--- config.mk ---
export PLATFORM = sky130hd
export DESIGN_NAME = packetizer_ta_arb_flat
export DESIGN_NICKNAME = d
export VERILOG_FILES = /design/src/rtl/packetizer_ta_arb_if.sv /design/src/rtl/packetizer_ta_arb.sv /design/src/flat_wrapper.sv
export SDC_FILE = /design/constraint.sdc
export NUM_CORES = 1
export LEC_CHECK = 0
export ABC_AREA = 1
export CORE_ASPECT_RATIO = 0.6
export CORE_UTILIZATION = 30
export CTS_BUF_LIST = sky130_fd_sc_hd__clkbuf_4
export DETAILED_ROUTE_END_ITERATION = 10
export GPL_TIMING_DRIVEN = 0
export PLACE_DENSITY = 0.59
export SETUP_SLACK_MARGIN = 0.3
export SLEW_MARGIN = 10
export SYNTH_ARGS = -nofsm -noshare
export SYNTH_HDL_FRONTEND = slang
export SYNTH_SLANG_ARGS = --single-unit
--- constraint.sdc ---
create_clock -name clk -period 2.82 [get_ports clk]
set_clock_uncertainty 0.15 [all_clocks]
set_input_delay 0.423 -clock clk [delete_from_list [all_inputs] [get_ports clk]]
set_output_delay 0.423 -clock clk [all_outputs]
set_load 0.02 [all_outputs]
--- src/rtl/packetizer_ta_arb_if.sv ---
// Requester, packetizer and response-return signals of the round-robin tag arbiter.
// The arbiter binds to the slave modport; the requester/packetizer side binds to master.
interface packetizer_ta_arb_if #(
  parameter int NUM_REQ          = 4,
  parameter int ADDRESS_WIDTH    = 4,
  parameter int VC_ADDRESS_WIDTH = 1,
  parameter int WIDTH_IN         = 12,
  parameter int WIDTH_TAG        = 8
) ();

  logic [NUM_REQ*WIDTH_IN-1:0]         req_data_in;
  logic [NUM_REQ*ADDRESS_WIDTH-1:0]    req_dst_in;
  logic [NUM_REQ*VC_ADDRESS_WIDTH-1:0] req_vc_in;
  logic [NUM_REQ-1:0]                  req_valid_in;
  logic [NUM_REQ-1:0]                  req_ready_out;

  logic [WIDTH_IN-1:0]                 pk_data_out;
  logic [ADDRESS_WIDTH-1:0]            pk_dst_out;
  logic [VC_ADDRESS_WIDTH-1:0]         pk_vc_out;
  logic [WIDTH_TAG-1:0]                pk_tag_out;
  logic                                pk_valid_out;
  logic                                pk_ready_in;

  logic                                ret_valid_in;
  logic [WIDTH_TAG-1:0]                ret_tag_in;
  logic                                err_underflow;

  modport slave (
    input  req_data_in, req_dst_in, req_vc_in, req_valid_in,
    input  pk_ready_in, ret_valid_in, ret_tag_in,
    output req_ready_out,
    output pk_data_out, pk_dst_out, pk_vc_out, pk_tag_out, pk_valid_out,
    output err_underflow
  );

  modport master (
    output req_data_in, req_dst_in, req_vc_in, req_valid_in,
    output pk_ready_in, ret_valid_in, ret_tag_in,
    input  req_ready_out,
    input  pk_data_out, pk_dst_out, pk_vc_out, pk_tag_out, pk_valid_out,
    input  err_underflow
  );

endinterface

--- src/rtl/packetizer_ta_arb.sv ---
// Round-robin arbiter and tag scheduler feeding one tag-appending packetizer.
// Tags are {per-requester sequence, requester id}; per-requester credits return via ret_tag_in.
module packetizer_ta_arb #(
  parameter int NUM_REQ          = 4,
  parameter int ADDRESS_WIDTH    = 4,
  parameter int VC_ADDRESS_WIDTH = 1,
  parameter int WIDTH_IN         = 12,
  parameter int WIDTH_TAG        = 8,
  parameter int MAX_OUTSTANDING  = 4
) (
  input  logic               clk,
  input  logic               rst,
  packetizer_ta_arb_if.slave bus
);

  localparam int ID_W  = $clog2(NUM_REQ);
  localparam int SEQ_W = WIDTH_TAG - ID_W;
  localparam int CNT_W = $clog2(MAX_OUTSTANDING + 1);

  typedef logic [ID_W-1:0]  id_t;
  typedef logic [SEQ_W-1:0] seq_t;
  typedef logic [CNT_W-1:0] cnt_t;

  typedef struct packed {
    logic [WIDTH_IN-1:0]         data;
    logic [ADDRESS_WIDTH-1:0]    dst;
    logic [VC_ADDRESS_WIDTH-1:0] vc;
    logic [WIDTH_TAG-1:0]        tag;
  } word_t;

  // Architectural state
  word_t        out_q;
  logic         out_valid_q;
  cnt_t         outstanding_q [NUM_REQ];
  seq_t         seq_q         [NUM_REQ];
  id_t          last_grant_q;
  logic         err_q;

  // Combinational decisions
  logic               loadable;
  logic               load;
  logic               grant_found;
  id_t                grant_id;
  id_t                ret_id;
  logic               underflow_hit;
  logic [NUM_REQ-1:0] eligible;
  logic [NUM_REQ-1:0] grant_onehot;
  logic [NUM_REQ-1:0] inc;
  logic [NUM_REQ-1:0] dec;
  word_t              load_word;

  // The holding register can take a new word when empty or when its word leaves this cycle.
  assign loadable = !out_valid_q || bus.pk_ready_in;

  // NOTE: every always_comb output gets a default before any branch, so no path can infer a latch.
  always_comb begin
    eligible = '0;
    for (int i = 0; i < NUM_REQ; i++) begin
      eligible[i] = bus.req_valid_in[i] && (outstanding_q[i] < cnt_t'(MAX_OUTSTANDING));
    end
  end

  // Search from last_grant+1; the id-width truncation supplies the modulo-NUM_REQ wrap.
  always_comb begin
    grant_found = 1'b0;
    grant_id    = '0;
    for (int off = 1; off <= NUM_REQ; off++) begin
      if (!grant_found && eligible[id_t'(int'(last_grant_q) + off)]) begin
        grant_found = 1'b1;
        grant_id    = id_t'(int'(last_grant_q) + off);
      end
    end
  end

  // No accept is offered while reset is asserted, so nothing is consumed on a reset edge.
  always_comb begin
    grant_onehot = '0;
    if (!rst && loadable && grant_found) begin
      grant_onehot[grant_id] = 1'b1;
    end
  end

  assign bus.req_ready_out = grant_onehot;
  assign load              = |(bus.req_valid_in & grant_onehot);

  always_comb begin
    load_word      = '0;
    load_word.data = bus.req_data_in[int'(grant_id)*WIDTH_IN +: WIDTH_IN];
    load_word.dst  = bus.req_dst_in[int'(grant_id)*ADDRESS_WIDTH +: ADDRESS_WIDTH];
    load_word.vc   = bus.req_vc_in[int'(grant_id)*VC_ADDRESS_WIDTH +: VC_ADDRESS_WIDTH];
    load_word.tag  = {seq_q[grant_id], grant_id};
  end

  // Only the id field of a returned tag matters for credit accounting.
  assign ret_id        = bus.ret_tag_in[ID_W-1:0];
  assign underflow_hit = bus.ret_valid_in && (outstanding_q[ret_id] == '0);

  logic unused_ret_seq;
  assign unused_ret_seq = ^bus.ret_tag_in[WIDTH_TAG-1:ID_W];

  // A return against an empty counter is flagged and otherwise ignored.
  always_comb begin
    inc = '0;
    dec = '0;
    for (int i = 0; i < NUM_REQ; i++) begin
      inc[i] = load && (grant_id == id_t'(i));
      dec[i] = bus.ret_valid_in && (ret_id == id_t'(i)) && (outstanding_q[i] != '0);
    end
  end

  // NOTE: sequential state uses non-blocking assignments so every flop samples pre-edge values.
  // NOTE: the counter and sequence arrays are small flop banks holding live credit state, not
  // RAM, so they are reset along with everything else.
  always_ff @(posedge clk) begin
    if (rst) begin
      out_q        <= '0;
      out_valid_q  <= 1'b0;
      last_grant_q <= id_t'(NUM_REQ - 1);
      err_q        <= 1'b0;
      for (int i = 0; i < NUM_REQ; i++) begin
        outstanding_q[i] <= '0;
        seq_q[i]         <= '0;
      end
    end else begin
      if (load) begin
        out_q                  <= load_word;
        out_valid_q            <= 1'b1;
        last_grant_q           <= grant_id;
        seq_q[grant_id]        <= seq_q[grant_id] + 1'b1;
      end else if (out_valid_q && bus.pk_ready_in) begin
        out_valid_q <= 1'b0;
      end

      for (int i = 0; i < NUM_REQ; i++) begin
        if (inc[i] && !dec[i]) begin
          outstanding_q[i] <= outstanding_q[i] + 1'b1;
        end else if (dec[i] && !inc[i]) begin
          outstanding_q[i] <= outstanding_q[i] - 1'b1;
        end
      end

      if (underflow_hit) begin
        err_q <= 1'b1;
      end
    end
  end

  assign bus.pk_data_out   = out_q.data;
  assign bus.pk_dst_out    = out_q.dst;
  assign bus.pk_vc_out     = out_q.vc;
  assign bus.pk_tag_out    = out_q.tag;
  assign bus.pk_valid_out  = out_valid_q;
  assign bus.err_underflow = err_q;

endmodule

--- src/flat_wrapper.sv ---
// flat-port wrapper written by rule: the top's interface ports become plain ports
module packetizer_ta_arb_flat 
#(
  parameter int NUM_REQ          = 4,
  parameter int ADDRESS_WIDTH    = 4,
  parameter int VC_ADDRESS_WIDTH = 1,
  parameter int WIDTH_IN         = 12,
  parameter int WIDTH_TAG        = 8,
  parameter int MAX_OUTSTANDING  = 4
)
  (clk, rst, bus_req_data_in, bus_req_dst_in, bus_req_vc_in, bus_req_valid_in, bus_pk_ready_in, bus_ret_valid_in, bus_ret_tag_in, bus_req_ready_out, bus_pk_data_out, bus_pk_dst_out, bus_pk_vc_out, bus_pk_tag_out, bus_pk_valid_out, bus_err_underflow);
  packetizer_ta_arb_if #(.NUM_REQ(NUM_REQ), .ADDRESS_WIDTH(ADDRESS_WIDTH), .VC_ADDRESS_WIDTH(VC_ADDRESS_WIDTH), .WIDTH_IN(WIDTH_IN), .WIDTH_TAG(WIDTH_TAG)) bus_i ();
  input  logic clk;
  input  logic rst;
  input wire logic [$bits(bus_i.req_data_in)-1:0] bus_req_data_in;
  input wire logic [$bits(bus_i.req_dst_in)-1:0] bus_req_dst_in;
  input wire logic [$bits(bus_i.req_vc_in)-1:0] bus_req_vc_in;
  input wire logic [$bits(bus_i.req_valid_in)-1:0] bus_req_valid_in;
  input wire logic [$bits(bus_i.pk_ready_in)-1:0] bus_pk_ready_in;
  input wire logic [$bits(bus_i.ret_valid_in)-1:0] bus_ret_valid_in;
  input wire logic [$bits(bus_i.ret_tag_in)-1:0] bus_ret_tag_in;
  output wire logic [$bits(bus_i.req_ready_out)-1:0] bus_req_ready_out;
  output wire logic [$bits(bus_i.pk_data_out)-1:0] bus_pk_data_out;
  output wire logic [$bits(bus_i.pk_dst_out)-1:0] bus_pk_dst_out;
  output wire logic [$bits(bus_i.pk_vc_out)-1:0] bus_pk_vc_out;
  output wire logic [$bits(bus_i.pk_tag_out)-1:0] bus_pk_tag_out;
  output wire logic [$bits(bus_i.pk_valid_out)-1:0] bus_pk_valid_out;
  output wire logic [$bits(bus_i.err_underflow)-1:0] bus_err_underflow;
  assign bus_i.req_data_in = bus_req_data_in;
  assign bus_i.req_dst_in = bus_req_dst_in;
  assign bus_i.req_vc_in = bus_req_vc_in;
  assign bus_i.req_valid_in = bus_req_valid_in;
  assign bus_i.pk_ready_in = bus_pk_ready_in;
  assign bus_i.ret_valid_in = bus_ret_valid_in;
  assign bus_i.ret_tag_in = bus_ret_tag_in;
  assign bus_req_ready_out = bus_i.req_ready_out;
  assign bus_pk_data_out = bus_i.pk_data_out;
  assign bus_pk_dst_out = bus_i.pk_dst_out;
  assign bus_pk_vc_out = bus_i.pk_vc_out;
  assign bus_pk_tag_out = bus_i.pk_tag_out;
  assign bus_pk_valid_out = bus_i.pk_valid_out;
  assign bus_err_underflow = bus_i.err_underflow;
  packetizer_ta_arb #(.NUM_REQ(NUM_REQ), .ADDRESS_WIDTH(ADDRESS_WIDTH), .VC_ADDRESS_WIDTH(VC_ADDRESS_WIDTH), .WIDTH_IN(WIDTH_IN), .WIDTH_TAG(WIDTH_TAG), .MAX_OUTSTANDING(MAX_OUTSTANDING)) u_core (.clk(clk), .rst(rst), .bus(bus_i));
endmodule
# [After elaboration in Yosys (flattened, before gate mapping)]
# Memories as Yosys holds them, arrays and structs flattened.
# Cells that the tools add are included.
[op_classes] add_sub_neg=13 n_mul=1 order_cmp=10 eq_ne=6 shifts=3 mux=65 bitwise_logic=9 n_reduce_logical=56
[ops] op="$shiftx 48x32->12" count=1
[ops] op="$mux 1" count=45
[ops] op="$logic_and 1x1->1" count=32
[ops] op="$mux 3" count=8
[ops] op="$shiftx 16x5->4" count=1
[ops] op="$lt 2x3->1 const B" count=5
[ops] op="$logic_not 1->1" count=13
[ops] op="$add 3x1->3 const B" count=4
[ops] op="$lt 3x3->1 const B" count=4
[ops] op="$reduce_bool 3->1" count=4
[ops] op="$sub 3x1->3 const B" count=4
[ops] op="$mux 2" count=5
[ops] op="$bmux 1 s2" count=4
[ops] op="$eq 2x2->1 const B" count=4
[ops] op="$or 1x1->1" count=8
[ops] op="$add 6x1->6 const B" count=1
[ops] op="$mux 6" count=1
[ops] op="$reduce_or 6->1" count=1
[ops] op="$add 2x1->2 const B" count=2
[ops] op="$add 2x2->2 const B" count=2
[ops] op="$and 4x4->4" count=1
[ops] op="$eq 2x1->1 const B" count=2
[ops] op="$logic_not 2->1" count=2
[ops] op="$mul 2x2->4 const B" count=1
[ops] op="8 further kinds" count=8
[totals] reg_bits=29 mem_bits_rw=36 input_bits=84 out_inout_bits=31 word_cells=172 memories=2
[memory_table] memory="u_core.seq_q" words=4 width=6 read_ports=1 rd_clocked_by_memory_dff=0 write_ports=4 line_no="packetizer_ta_arb.sv:35" text="seq_t seq_q [NUM_REQ];"
[memory_table] memory="u_core.outstanding_q" words=4 width=3 read_ports=5 rd_clocked_by_memory_dff=0 write_ports=4 line_no="packetizer_ta_arb.sv:34" text="cnt_t outstanding_q [NUM_REQ];"

# [Depth between registers and ports, before layout]
# An unclocked memory read counts as a cell.
[depth] word_depth=30 depth_mapped=21 depth_no_buf=21

# [Worst setup path before layout]
# No wires, ideal clock.
[synth_timing] kind="reg-to-reg" start="mem u_core.outstanding_q[3][2] in the netlist's numbering" end="mem u_core.outstanding_q[1][2] in the netlist's numbering (data pin)" setup_ns=0.255 arrival_time_ns=2.732 t_required_ns=2.415 path_slack_ns=-0.317 stages_incl_launch_ff=22 n_path_buf=0 path_cell_list="edfxtp_1 inv_1 nand3_2 nand2_1 nand2_2 nand2_2 nor2_1 nor2_1 nand2_2 nand2_4 inv_2 nand2_1 nor2_2 inv_2 nand2_2 nor3_2 inv_2 fa_1 xnor2_1 o21ai_0 o21ai_0 inv_1"
[synth_rtl] element="start: declaration" line_no="packetizer_ta_arb.sv:34"

==> metrics.md <==
| Metric | Value |
|---|---|
| Status | complete, but fails checks |
| Violated checks | negative setup slack |
| Drt first pass iters | 5 |
| Crit path DAT | 3.12 ns |
| Clock latency at the later pin of the worst-skew pair | 0.42 ns |
| Post-synthesis sequential area ratio | around 43% |
| Area share of the largest cell type after synthesis | approximately 28% |
| Inserted Clock Buffers | 9 |
| Die H | between 80 and 90 um |
| IO Pins | ~120 |
| DP Area | between 5000 and 6000 sq um |
| CTS tree | done |
| Footprint of the multi-input gates | ~2400 sq um |
| Chip Width | about 150 um |
| Vias per inst | roughly 4.9 |
| Global-route wire length before repair | just under 20000 um |
| Total wire length | 13430 um |
| Largest net degree at the start of global routing | 12 |
| Wire per inst | between 15 and 20 um |
| Synthesized netlist cell count | ~470 |
| Final Instance Area | approximately 6600 sq um |
| Post-DP HPWL | 9008 um |
| Max Clock Freq | approximately 320 MHz |
| Hold Vio Cnt, Final | 0 |
| Bufs on Longest Clock Path | 2 |
| Place WS | -1.045 ns |
| Core Region | 12260 sq um |
| Flop2flop setup slack | -0.26 ns |
| Syn nets | ~560 |
| Cell area after synthesis | between 3000 and 4000 sq um |
| Peak fanout along the critical path | 3 |
| Crit path required time | between 2 and 3 ns |
| CTS clk-pin slew, worst paths | 0.11 ns |
| Root buffer cell | clkbuf_4 |
| Max_cap viols | 0 |
| Startpoint Class | flip-flop |
| H-Tree Level Count | 3 |
| Gr ovfl total | 0 |
| Worst Tran Pin Value | 0.8205 ns |
| Final min period | around 3.1 ns |
| 1st-iter DRT viols | about 230 |
| Initial Util | between 30% and 40% |
| Crit Path Category | reg2reg |
| Setup ws final | -0.2616 ns |
| Number of global-route vias before repair | around 3700 |
| Buffers added on ports | 108 |
| FILL cells | 1097 |
| Area contributors post-synth | edfxtp_1 (28%), dfxtp_1 (15%), nand2_1 (12%) |
| Fraction of layout cells with a size suffix above 1 | ~37% |
| Dominant cell type by area after synthesis | edfxtp_1 |
| Synthesis-stage register bit count | 65 |
| Yosys warnings | 0 |
| GPL Wtd Cong | ~0.84 |
| Die ar. | 13220 sq um |
| Fin crit share | 109.3% |
| Syn avg cell area | 8.170 sq um |
| DR vias | 3997 |
| Clock sinks | 65 |
| Max-slew headroom | 44.80% |
| Synth unique cells | 41 |
| Pins Over Slew Limit | 0 |
| RSZ-0062 raised after global routing | true |
| Row cnt | 31 |
| Post-route antenna net violation count | 0 |
| Setup violators final | 32 |
| Inst Count DP | 741 |
| Total negative slack | -2.742 ns |
| GRT Total Usage | roughly a fifth |
| Post-route DRC | 0 |
| Finished Layout Cells | 818 |
| Layout area overhead | 71.86% |
| Layout net count | 738 |
| Worst Setup End Kind | flip-flop |
| Initial antenna violation count | 0 |
| Register area | between 1500 and 2000 sq um |
| Worst Hold Class | reg2reg |
-- repair_timing --
action,in CTS,in global routing
setup endpoints to repair,98,96
setup buffers,41,17
pin swaps,69,31
gates resized for setup,127,65
gates cloned,2,0
hold buffers,0,0
-- cell families (layout without fill, tap and decap cells) --
family                   Yosys count  after routing  share of synthesized area, %
AND/OR/NAND/NOR                  242            242                         29.48
buffers and inverters             84            268                         10.14
flip-flops                        65             65                         43.46
AO/OA/AOI/OAI                     63             63                         12.43
adder cells (fa/ha/maj)            7              7                         2.880
XOR/XNOR                           7              7                         1.603
other                              0              1                             0
-- per-stage QoR --
stage	util [%]	hold slack (ns)
floorplan	-	0.3777
global placement	42.65	0.3050
detailed placement	42.65	0.3104
CTS	50.44	0.3257
global route	53.59	0.3471
finish	53.61	0.3300
-- synth_stat cells, drive strengths merged --
master  count
a311oi      1
a211oi      1
o22ai       1
nor2       47
nor4        1
o21ai      15
ha          4
a21oi       9
nor3        6
o211ai     17
a22oi      17
fa          3
edfxtp     36
a31oi       1
xnor2       6
inv        66
clkbuf      5
buf        13
o311ai      1
xor2        1
dfxtp      29
nand3      39
nand2     132
nand4      17
-- critical path, stage by stage, from the launching register on --
cell and delay, ns:
edfxtp_1 0.43, inv_2 0.13, nand3_4 0.09, nand2_4 0.10
nand2_2 0.07, nand2_2 0.09, nor2_2 0.05, nand2_1 0.08
nand3_2 0.09, nor2_4 0.19, inv_4 0.06, buf_12 0.13
buf_12 0.12, nand2_8 0.09, inv_8 0.05, nand2_8 0.07
nand3_4 0.08, fa_2 0.39, xnor2_2 0.15, o21ai_1 0.09
o21ai_1 0.09, inv_1 0.06
-- routing by layer --
metal  GRT usage (%)  wire, um  share of wire, %  up-vias
met1           28.93      6462                48     1947
met4           4.030        69              0.51        0
met3           5.102       800               6.0       12
met2           29.80      6094                45      112
li1                -         -                 -     1926
met5               0         0                 0        -
-- sequential cells by signal (all words and copies together) (netlist names) --
signal,flops
u_core.bus.pk_tag_out,8
u_core.bus.err_underflow,1
u_core.bus.pk_data_out,12
u_core.seq_q,24
u_core.last_grant_q,2
u_core.bus.pk_vc_out,1
u_core.bus.pk_dst_out,4
u_core.outstanding_q,12
u_core.bus.pk_valid_out,1
-- area by class of cell --
| type | count | area share, % |
|---|---|---|
| Tap cell | 165 | 3.142 |
| Antenna cell | 1 | 0.03808 |
| Sequential cell | 65 | 25.36 |
| Inverter | 66 | 4.303 |
| Buffer | 18 | 2.761 |
| Clock buffer | 9 | 1.028 |
| Timing Repair Buffer | 168 | 25.74 |
| Multi-Input combinational cell | 319 | 36.33 |
| Clock inverter | 7 | 1.295 |
-- path summary, 6_finish.rpt --
kind	start	to	cells past startpoint
setup / recovery	u_core.outstanding_q[1][2]$_SDFFCE_PN0P_	u_core.outstanding_q[2][2]$_SDFFCE_PN0P_	21
hold / removal	u_core.bus.pk_tag_out[0]$_SDFFE_PP0N_	u_core.bus.pk_tag_out[0]$_SDFFE_PP0N_	2
setup reg to reg	u_core.outstanding_q[1][2]$_SDFFCE_PN0P_	u_core.outstanding_q[2][2]$_SDFFCE_PN0P_	21
hold reg to reg	u_core.bus.pk_tag_out[0]$_SDFFE_PP0N_	u_core.bus.pk_tag_out[0]$_SDFFE_PP0N_	2
-- cells in the final DEF (no fill, tap or decap), types with 10 or more instances in the layout --
cell,netlist,layout
nand3_4,0,10
inv_2,9,17
edfxtp_1,36,36
inv_1,55,41
nand3_2,6,16
nand3_1,33,13
a22oi_2,10,16
clkdlybuf4s50_1,0,104
nand2_2,11,22
nand2_4,3,13
nand2_1,118,90
buf_4,2,42
nand4_1,17,17
nor2_1,40,29
nor2_4,3,11
dfxtp_1,29,27
buf_6,4,14
o211ai_1,17,17
Power is not shown: default switching activity piles up to over one toggle a cycle in this logic, so the estimate is an artifact.
